[src/rtl/morse_letter_scheduler_if.sv]
// Letter-in / drawer / VGA pixel-port bundle for the Morse letter scheduler.
// The scheduler uses the slave view; the letter source and drawers use the master view.
interface morse_letter_scheduler_if #(
    parameter int NUM_DRAWERS = 4
);
    logic                     letter_valid;
    logic [1:0]               letter_id;
    logic                     letter_ready;
    logic [NUM_DRAWERS-1:0]   draw_go;
    logic [8*NUM_DRAWERS-1:0] drawer_x;
    logic [7*NUM_DRAWERS-1:0] drawer_y;
    logic [NUM_DRAWERS-1:0]   drawer_done;
    logic [7:0]               vga_x;
    logic [6:0]               vga_y;
    logic [2:0]               vga_colour;
    logic                     vga_plot;
    logic                     busy;
    logic                     overflow;

    modport master (
        output letter_valid, letter_id, drawer_x, drawer_y, drawer_done,
        input  letter_ready, draw_go, vga_x, vga_y, vga_colour, vga_plot, busy, overflow
    );

    modport slave (
        input  letter_valid, letter_id, drawer_x, drawer_y, drawer_done,
        output letter_ready, draw_go, vga_x, vga_y, vga_colour, vga_plot, busy, overflow
    );
endinterface

[src/rtl/morse_letter_scheduler.sv]
// Queues decoded letter IDs, runs one drawer at a time onto the VGA pixel port,
// holds the finished letter, then erases its 32x32 cell.
module morse_letter_scheduler #(
    parameter int         NUM_DRAWERS = 4,
    parameter int         QDEPTH      = 4,
    parameter int         HOLD_CYCLES = 50000000,
    parameter logic [7:0] CELL_X      = 8'd58,
    parameter logic [6:0] CELL_Y      = 7'd29,
    parameter logic [2:0] DRAW_COLOUR = 3'b111
) (
    input  logic                  clk,
    input  logic                  reset,
    morse_letter_scheduler_if.slave bus
);
    localparam int AW = (QDEPTH > 1) ? $clog2(QDEPTH) : 1;
    localparam int HW = (HOLD_CYCLES > 1) ? $clog2(HOLD_CYCLES) : 1;

    typedef enum logic [2:0] {S_IDLE, S_LOAD, S_DRAW, S_HOLD, S_CLEAR} state_t;

    state_t                 state_q, state_d;
    logic [1:0]             fifo_mem [QDEPTH];
    logic [AW-1:0]          wr_ptr_q, wr_ptr_d, rd_ptr_q, rd_ptr_d;
    logic [AW:0]            count_q, count_d;
    logic [1:0]             sel_q, sel_d;
    logic                   draw_seen_q, draw_seen_d;
    logic [HW-1:0]          hold_cnt_q, hold_cnt_d;
    logic [9:0]             clr_cnt_q, clr_cnt_d;
    logic [NUM_DRAWERS-1:0] draw_go_q, draw_go_d;
    logic [7:0]             vga_x_q, vga_x_d;
    logic [6:0]             vga_y_q, vga_y_d;
    logic [2:0]             vga_colour_q, vga_colour_d;
    logic                   vga_plot_q, vga_plot_d;
    logic                   overflow_q, overflow_d;

    logic [7:0] dx [NUM_DRAWERS];
    logic [6:0] dy [NUM_DRAWERS];
    logic       fifo_full, fifo_empty, push, pop, head_valid, sel_done;
    logic [1:0] head;
    logic [7:0] sel_x;
    logic [6:0] sel_y;

    genvar gi;
    generate
        for (gi = 0; gi < NUM_DRAWERS; gi++) begin : g_unpack
            assign dx[gi] = bus.drawer_x[8*gi +: 8];
            assign dy[gi] = bus.drawer_y[7*gi +: 7];
        end
    endgenerate

    // LOAD always pops, so a full FIFO can still take a letter in that cycle.
    assign fifo_full  = (count_q == (AW+1)'(QDEPTH));
    assign fifo_empty = (count_q == '0);
    assign pop        = (state_q == S_LOAD);
    assign push       = bus.letter_valid && (!fifo_full || pop);
    assign head       = fifo_mem[rd_ptr_q];
    assign head_valid = ({1'b0, head} < 3'(NUM_DRAWERS));

    always_comb begin
        sel_x    = '0;
        sel_y    = '0;
        sel_done = 1'b0;
        for (int i = 0; i < NUM_DRAWERS; i++) begin
            if (sel_q == 2'(i)) begin
                sel_x    = dx[i];
                sel_y    = dy[i];
                sel_done = bus.drawer_done[i];
            end
        end
    end

    always_comb begin
        state_d      = state_q;
        sel_d        = sel_q;
        draw_seen_d  = draw_seen_q;
        hold_cnt_d   = hold_cnt_q;
        clr_cnt_d    = clr_cnt_q;
        draw_go_d    = '0;
        vga_x_d      = vga_x_q;
        vga_y_d      = vga_y_q;
        vga_colour_d = vga_colour_q;
        vga_plot_d   = 1'b0;
        wr_ptr_d     = wr_ptr_q + AW'(push);
        rd_ptr_d     = rd_ptr_q + AW'(pop);
        count_d      = count_q + (AW+1)'(push) - (AW+1)'(pop);
        overflow_d   = overflow_q | (bus.letter_valid & fifo_full & ~pop);

        case (state_q)
            S_IDLE: begin
                if (!fifo_empty) state_d = S_LOAD;
            end
            S_LOAD: begin
                sel_d       = head;
                draw_seen_d = 1'b0;
                if (head_valid) begin
                    state_d = S_DRAW;
                    for (int i = 0; i < NUM_DRAWERS; i++) draw_go_d[i] = (head == 2'(i));
                end else begin
                    state_d = S_IDLE;
                end
            end
            S_DRAW: begin
                draw_seen_d = 1'b1;
                // done on the very first DRAW cycle may be left over from a previous run
                if (sel_done && draw_seen_q) begin
                    state_d    = S_HOLD;
                    hold_cnt_d = '0;
                end else begin
                    draw_go_d    = draw_go_q;
                    vga_x_d      = sel_x;
                    vga_y_d      = sel_y;
                    vga_colour_d = DRAW_COLOUR;
                    vga_plot_d   = 1'b1;
                end
            end
            S_HOLD: begin
                if (hold_cnt_q == HW'(HOLD_CYCLES - 1)) begin
                    state_d   = S_CLEAR;
                    clr_cnt_d = '0;
                end else begin
                    hold_cnt_d = hold_cnt_q + HW'(1);
                end
            end
            S_CLEAR: begin
                vga_x_d      = CELL_X + {3'b000, clr_cnt_q[4:0]};
                vga_y_d      = CELL_Y + {2'b00, clr_cnt_q[9:5]};
                vga_colour_d = 3'b000;
                vga_plot_d   = 1'b1;
                clr_cnt_d    = clr_cnt_q + 10'd1;
                if (clr_cnt_q == 10'd1023) state_d = fifo_empty ? S_IDLE : S_LOAD;
            end
            default: state_d = S_IDLE;
        endcase
    end

    always_ff @(posedge clk) begin
        if (reset) begin
            state_q      <= S_IDLE;
            wr_ptr_q     <= '0;
            rd_ptr_q     <= '0;
            count_q      <= '0;
            sel_q        <= '0;
            draw_seen_q  <= 1'b0;
            hold_cnt_q   <= '0;
            clr_cnt_q    <= '0;
            draw_go_q    <= '0;
            vga_x_q      <= '0;
            vga_y_q      <= '0;
            vga_colour_q <= '0;
            vga_plot_q   <= 1'b0;
            overflow_q   <= 1'b0;
        end else begin
            state_q      <= state_d;
            wr_ptr_q     <= wr_ptr_d;
            rd_ptr_q     <= rd_ptr_d;
            count_q      <= count_d;
            sel_q        <= sel_d;
            draw_seen_q  <= draw_seen_d;
            hold_cnt_q   <= hold_cnt_d;
            clr_cnt_q    <= clr_cnt_d;
            draw_go_q    <= draw_go_d;
            vga_x_q      <= vga_x_d;
            vga_y_q      <= vga_y_d;
            vga_colour_q <= vga_colour_d;
            vga_plot_q   <= vga_plot_d;
            overflow_q   <= overflow_d;
        end
    end

    always_ff @(posedge clk) begin
        if (push && !reset) fifo_mem[wr_ptr_q] <= bus.letter_id;
    end

    assign bus.letter_ready = !fifo_full || pop;
    assign bus.draw_go      = draw_go_q;
    assign bus.vga_x        = vga_x_q;
    assign bus.vga_y        = vga_y_q;
    assign bus.vga_colour   = vga_colour_q;
    assign bus.vga_plot     = vga_plot_q;
    assign bus.busy         = (state_q != S_IDLE) || !fifo_empty;
    assign bus.overflow     = overflow_q;
endmodule

[src/flat_wrapper.sv]
// flat-port wrapper written by rule: the top's interface ports become plain ports
module morse_letter_scheduler_flat 
#(
    parameter int         NUM_DRAWERS = 4,
    parameter int         QDEPTH      = 4,
    parameter int         HOLD_CYCLES = 50000000,
    parameter logic [7:0] CELL_X      = 8'd58,
    parameter logic [6:0] CELL_Y      = 7'd29,
    parameter logic [2:0] DRAW_COLOUR = 3'b111
)
  (clk, reset, bus_letter_valid, bus_letter_id, bus_drawer_x, bus_drawer_y, bus_drawer_done, bus_letter_ready, bus_draw_go, bus_vga_x, bus_vga_y, bus_vga_colour, bus_vga_plot, bus_busy, bus_overflow);
  morse_letter_scheduler_if #(.NUM_DRAWERS(NUM_DRAWERS)) bus_i ();
  input  logic clk;
  input  logic reset;
  input wire logic [$bits(bus_i.letter_valid)-1:0] bus_letter_valid;
  input wire logic [$bits(bus_i.letter_id)-1:0] bus_letter_id;
  input wire logic [$bits(bus_i.drawer_x)-1:0] bus_drawer_x;
  input wire logic [$bits(bus_i.drawer_y)-1:0] bus_drawer_y;
  input wire logic [$bits(bus_i.drawer_done)-1:0] bus_drawer_done;
  output wire logic [$bits(bus_i.letter_ready)-1:0] bus_letter_ready;
  output wire logic [$bits(bus_i.draw_go)-1:0] bus_draw_go;
  output wire logic [$bits(bus_i.vga_x)-1:0] bus_vga_x;
  output wire logic [$bits(bus_i.vga_y)-1:0] bus_vga_y;
  output wire logic [$bits(bus_i.vga_colour)-1:0] bus_vga_colour;
  output wire logic [$bits(bus_i.vga_plot)-1:0] bus_vga_plot;
  output wire logic [$bits(bus_i.busy)-1:0] bus_busy;
  output wire logic [$bits(bus_i.overflow)-1:0] bus_overflow;
  assign bus_i.letter_valid = bus_letter_valid;
  assign bus_i.letter_id = bus_letter_id;
  assign bus_i.drawer_x = bus_drawer_x;
  assign bus_i.drawer_y = bus_drawer_y;
  assign bus_i.drawer_done = bus_drawer_done;
  assign bus_letter_ready = bus_i.letter_ready;
  assign bus_draw_go = bus_i.draw_go;
  assign bus_vga_x = bus_i.vga_x;
  assign bus_vga_y = bus_i.vga_y;
  assign bus_vga_colour = bus_i.vga_colour;
  assign bus_vga_plot = bus_i.vga_plot;
  assign bus_busy = bus_i.busy;
  assign bus_overflow = bus_i.overflow;
  morse_letter_scheduler #(.NUM_DRAWERS(NUM_DRAWERS), .QDEPTH(QDEPTH), .HOLD_CYCLES(HOLD_CYCLES), .CELL_X(CELL_X), .CELL_Y(CELL_Y), .DRAW_COLOUR(DRAW_COLOUR)) u_core (.clk(clk), .reset(reset), .bus(bus_i));
endmodule
[config.mk]
export PLATFORM = sky130hd
export DESIGN_NAME = morse_letter_scheduler_flat
export DESIGN_NICKNAME = d
export VERILOG_FILES = /design/src/rtl/morse_letter_scheduler_if.sv /design/src/rtl/morse_letter_scheduler.sv /design/src/flat_wrapper.sv
export SDC_FILE = /design/constraint.sdc
export NUM_CORES = 1
export LEC_CHECK = 0
export CORE_ASPECT_RATIO = 0.75
export CORE_UTILIZATION = 34
export CTS_CLUSTER_SIZE = 16
export DETAILED_ROUTE_END_ITERATION = 8
export PLACE_DENSITY = 0.56
export SETUP_SLACK_MARGIN = 0.5
export SLEW_MARGIN = 20
export SYNTH_ARGS = -nofsm -noshare
export SYNTH_HDL_FRONTEND = slang
export SYNTH_SLANG_ARGS = --single-unit
[constraint.sdc]
create_clock -name clk -period 3.2 [get_ports clk]
set_clock_uncertainty 0.15 [all_clocks]
set_input_delay 0.32 -clock clk [delete_from_list [all_inputs] [get_ports clk]]
set_output_delay 0.32 -clock clk [all_outputs]
set_load 0.01 [all_outputs]
==> impl_metrics.env <==
export IMPL_cts_sinks=79
export IMPL_start_util_pct=35.8
export IMPL_grt_max_degree=28
export IMPL_hold_buffers=0
export IMPL_finalPower_w=0.00316
export IMPL_diodes=0
export IMPL_synth_top_area_share_pct=33.5
export IMPL_grt_first_pass_wirelength_um=17400
export IMPL_antenna_found_initial=0
export IMPL_die_w_um=131
export IMPL_worstPathArrival_ns=2.08
export IMPL_vias=3701
export IMPL_drtIter0Drc=205
export IMPL_syn_area_um2=4250
export IMPL_leakage_nw=1.85
export IMPL_layout_drive_gt1_share_pct=10.1
export IMPL_design_die_area_um2=12900
export IMPL_firstDrtPassIters=4
export IMPL_yosys_top_cells_count="dfxtp_1 (71), nand2_1 (61), nor2_1 (37)"
export IMPL_clock_fmax_mhz=392
export IMPL_grt_pass1_vias=3569
export IMPL_die_h_um=98.8
export IMPL_outcome="complete, no violations"
export IMPL_fin_setup_tns_ns=0
export IMPL_relSlewSlack_pct=45.9
export IMPL_period_share_pct=79.7
export IMPL_cts_buffer_depth=2
export IMPL_via_per_inst=5.24
export IMPL_finalSetupViolCount=0
export IMPL_synth_distinct_cells=60
export IMPL_powerDensity_nw_per_um2=569
export IMPL_clkTransAtPathRegs_ns=0.06
export IMPL_worstSetupStartpointType="flop"
export IMPL_peakVddDrop_mv=0.286
export IMPL_synthFlopType="dfxtp_1"
export IMPL_drc_errors=0
export IMPL_crit_path_end_kind="primary output"
export IMPL_grt_use_total_pct=17.3
export IMPL_hold_viol=0
export IMPL_io_pins=95
export IMPL_cts_root_buf="clkbuf_16"
export IMPL_synth_top_cell_by_area="dfxtp_1"
export IMPL_rrSetupSlack_ns=0.71
export IMPL_insertion_delay_ns=0.33
export IMPL_wl_per_cell_um=15.0
export IMPL_h_tree_depth=3
export IMPL_seq_area_frac_synth_pct=39.1
export IMPL_drtAntennaViolNets=0
export IMPL_ys_ff_latch=79
export IMPL_synth_most_common_cell="dfxtp_1"
export IMPL_ys_warn_count=0
export IMPL_hpwl_um=7710
export IMPL_portBuffers=94
export IMPL_grt_ovfl_total=0
export IMPL_tightest_slew_ns=0.811
export IMPL_cts_made_buffers=9
export IMPL_rsz0062_at_grt="no"
export IMPL_synth_edf_count=8
export IMPL_dp_slack_ns=0.505
export IMPL_worstPathRequired_ns=2.73
export IMPL_layout_nets=617
export IMPL_core_area_um2=11900
export IMPL_fin_ws_ns=0.648
export IMPL_synth_nets=539
export IMPL_async_flop_share_pct=0
export IMPL_synthTopCellsByArea="dfxtp_1 (33%), mux4_2 (9.0%), edfxtp_1 (5.7%)"
export IMPL_crit_type="reg -> out"
export IMPL_cp_max_fo=4
export IMPL_cts_tree="built"
export IMPL_slew_viol_final=0
export IMPL_timing_hold_worst_class="in -> reg"
export IMPL_post_route_min_period_ns=2.55
export IMPL_fin_util_pct=46.9
export IMPL_rows=34
export IMPL_gp_congestion=0.824
export IMPL_cap_violations=0
export IMPL_area_delta_synth_final_pct=31.0
export IMPL_post_cts_buffers=0
export IMPL_syn_inst=461
export IMPL_syn_area_per_cell_um2=9.21
export IMPL_drt_wl_total_um=10600
[worst max-delay path, cell delays in order (launching register included)]
cell,delay (ns)
dfxtp_1,0.35
or3_1,0.40
or4_1,0.48
clkdlybuf4s50_1,0.52
[worst paths after layout]
kind	cells after the start	from	end
max	3	u_core.count_q[1]	bus_busy
min	2	reset	u_core.wr_ptr_q[1]
max reg2reg	10	u_core.state_q[2]	u_core.count_q[2]
min reg2reg	2	u_core.bus.vga_x[1]	u_core.bus.vga_x[1]
[cells in the final DEF, fill, tap and decap left out, drive strengths merged, types with 4 or more instances in the layout]
cell type	instances
or4	9
clkbuf	9
ha	8
and2	4
xnor2	8
and3	5
nand2	61
a31oi	6
or3	12
a311oi	14
nor3	7
mux4	17
mux2i	7
nor2	37
nand4	9
buf	9
a21oi	31
inv	16
dfxtp	71
nand2b	9
o31ai	10
nor4	5
clkdlybuf4s50	93
nor3b	5
edfxtp	8
nor2b	5
o21ai	13
nand3	13
xor2	7
[flip-flops by register name, indices dropped and copies added (netlist names), 2 cells and up]
name	cells
u_core.bus.draw_go	4
u_core.clr_cnt_q	10
u_core.bus.vga_y	7
u_core.sel_q	2
u_core.count_q	3
u_core.bus.vga_x	8
u_core.state_q	3
u_core.wr_ptr_q	2
u_core.hold_cnt_q	26
u_core.fifo_mem	8
u_core.rd_ptr_q	2
[cells by family (layout without fill, tap and decap cells)]
family / count (synthesis) / count (layout) / synth area share (%)
AO/OA/AOI/OAI: 95 / 95 / 15.2
XOR/XNOR: 15 / 15 / 3.09
multiplexers: 24 / 24 / 10.7
adder cells (fa/ha/maj): 9 / 9 / 2.83
buffers and inverters: 48 / 131 / 5.63
flip-flops: 79 / 79 / 39.1
AND/OR/NAND/NOR: 191 / 191 / 23.5
[final cells by class]
| type | instances | area, µm² |
|---|---|---|
| clock buffers | 9 | 225 |
| clock inverters | 7 | 80.1 |
| fillers | 1111 | 6300 |
| inverters | 13 | 48.8 |
| multi-input cells | 334 | 2350 |
| flip-flops and latches | 79 | 1660 |
| well taps | 162 | 203 |
| repair buffers | 102 | 996 |
[repair_timing]
| action | CTS | global route |
|---|---|---|
| gates resized for setup | 0 | 2 |
| hold endpoints to repair | 0 | 0 |
| setup endpoints to repair | 0 | 1 |
[metal layers]
metal / GRT usage [%] / vias up / routed length (µm)
met5: 0 / - / 0
met4: 5.75 / 0 / 134
met3: 4.07 / 9 / 517
met2: 26.0 / 77 / 4630
met1: 24.1 / 1773 / 5300
li1: - / 1842 / -
[per-stage QoR]
step	area (µm²)	std cells	hold WS [ns]
floorplan	4250	461	0.269
global placement	5260	690	0.309
detailed placement	5260	690	0.311
CTS	5560	706	0.267
global route	5560	706	0.310
finish	5560	706	0.274
[report_power, final]
group	switching (W)	internal, W	total, W
Combinational	0.000431	0.000493	0.000923
Sequential	0.0000918	0.00111	0.00120
Clock	0.000426	0.000613	0.00104
Total	0.000949	0.00221	0.00316
(Power assumes the default switching activity.)
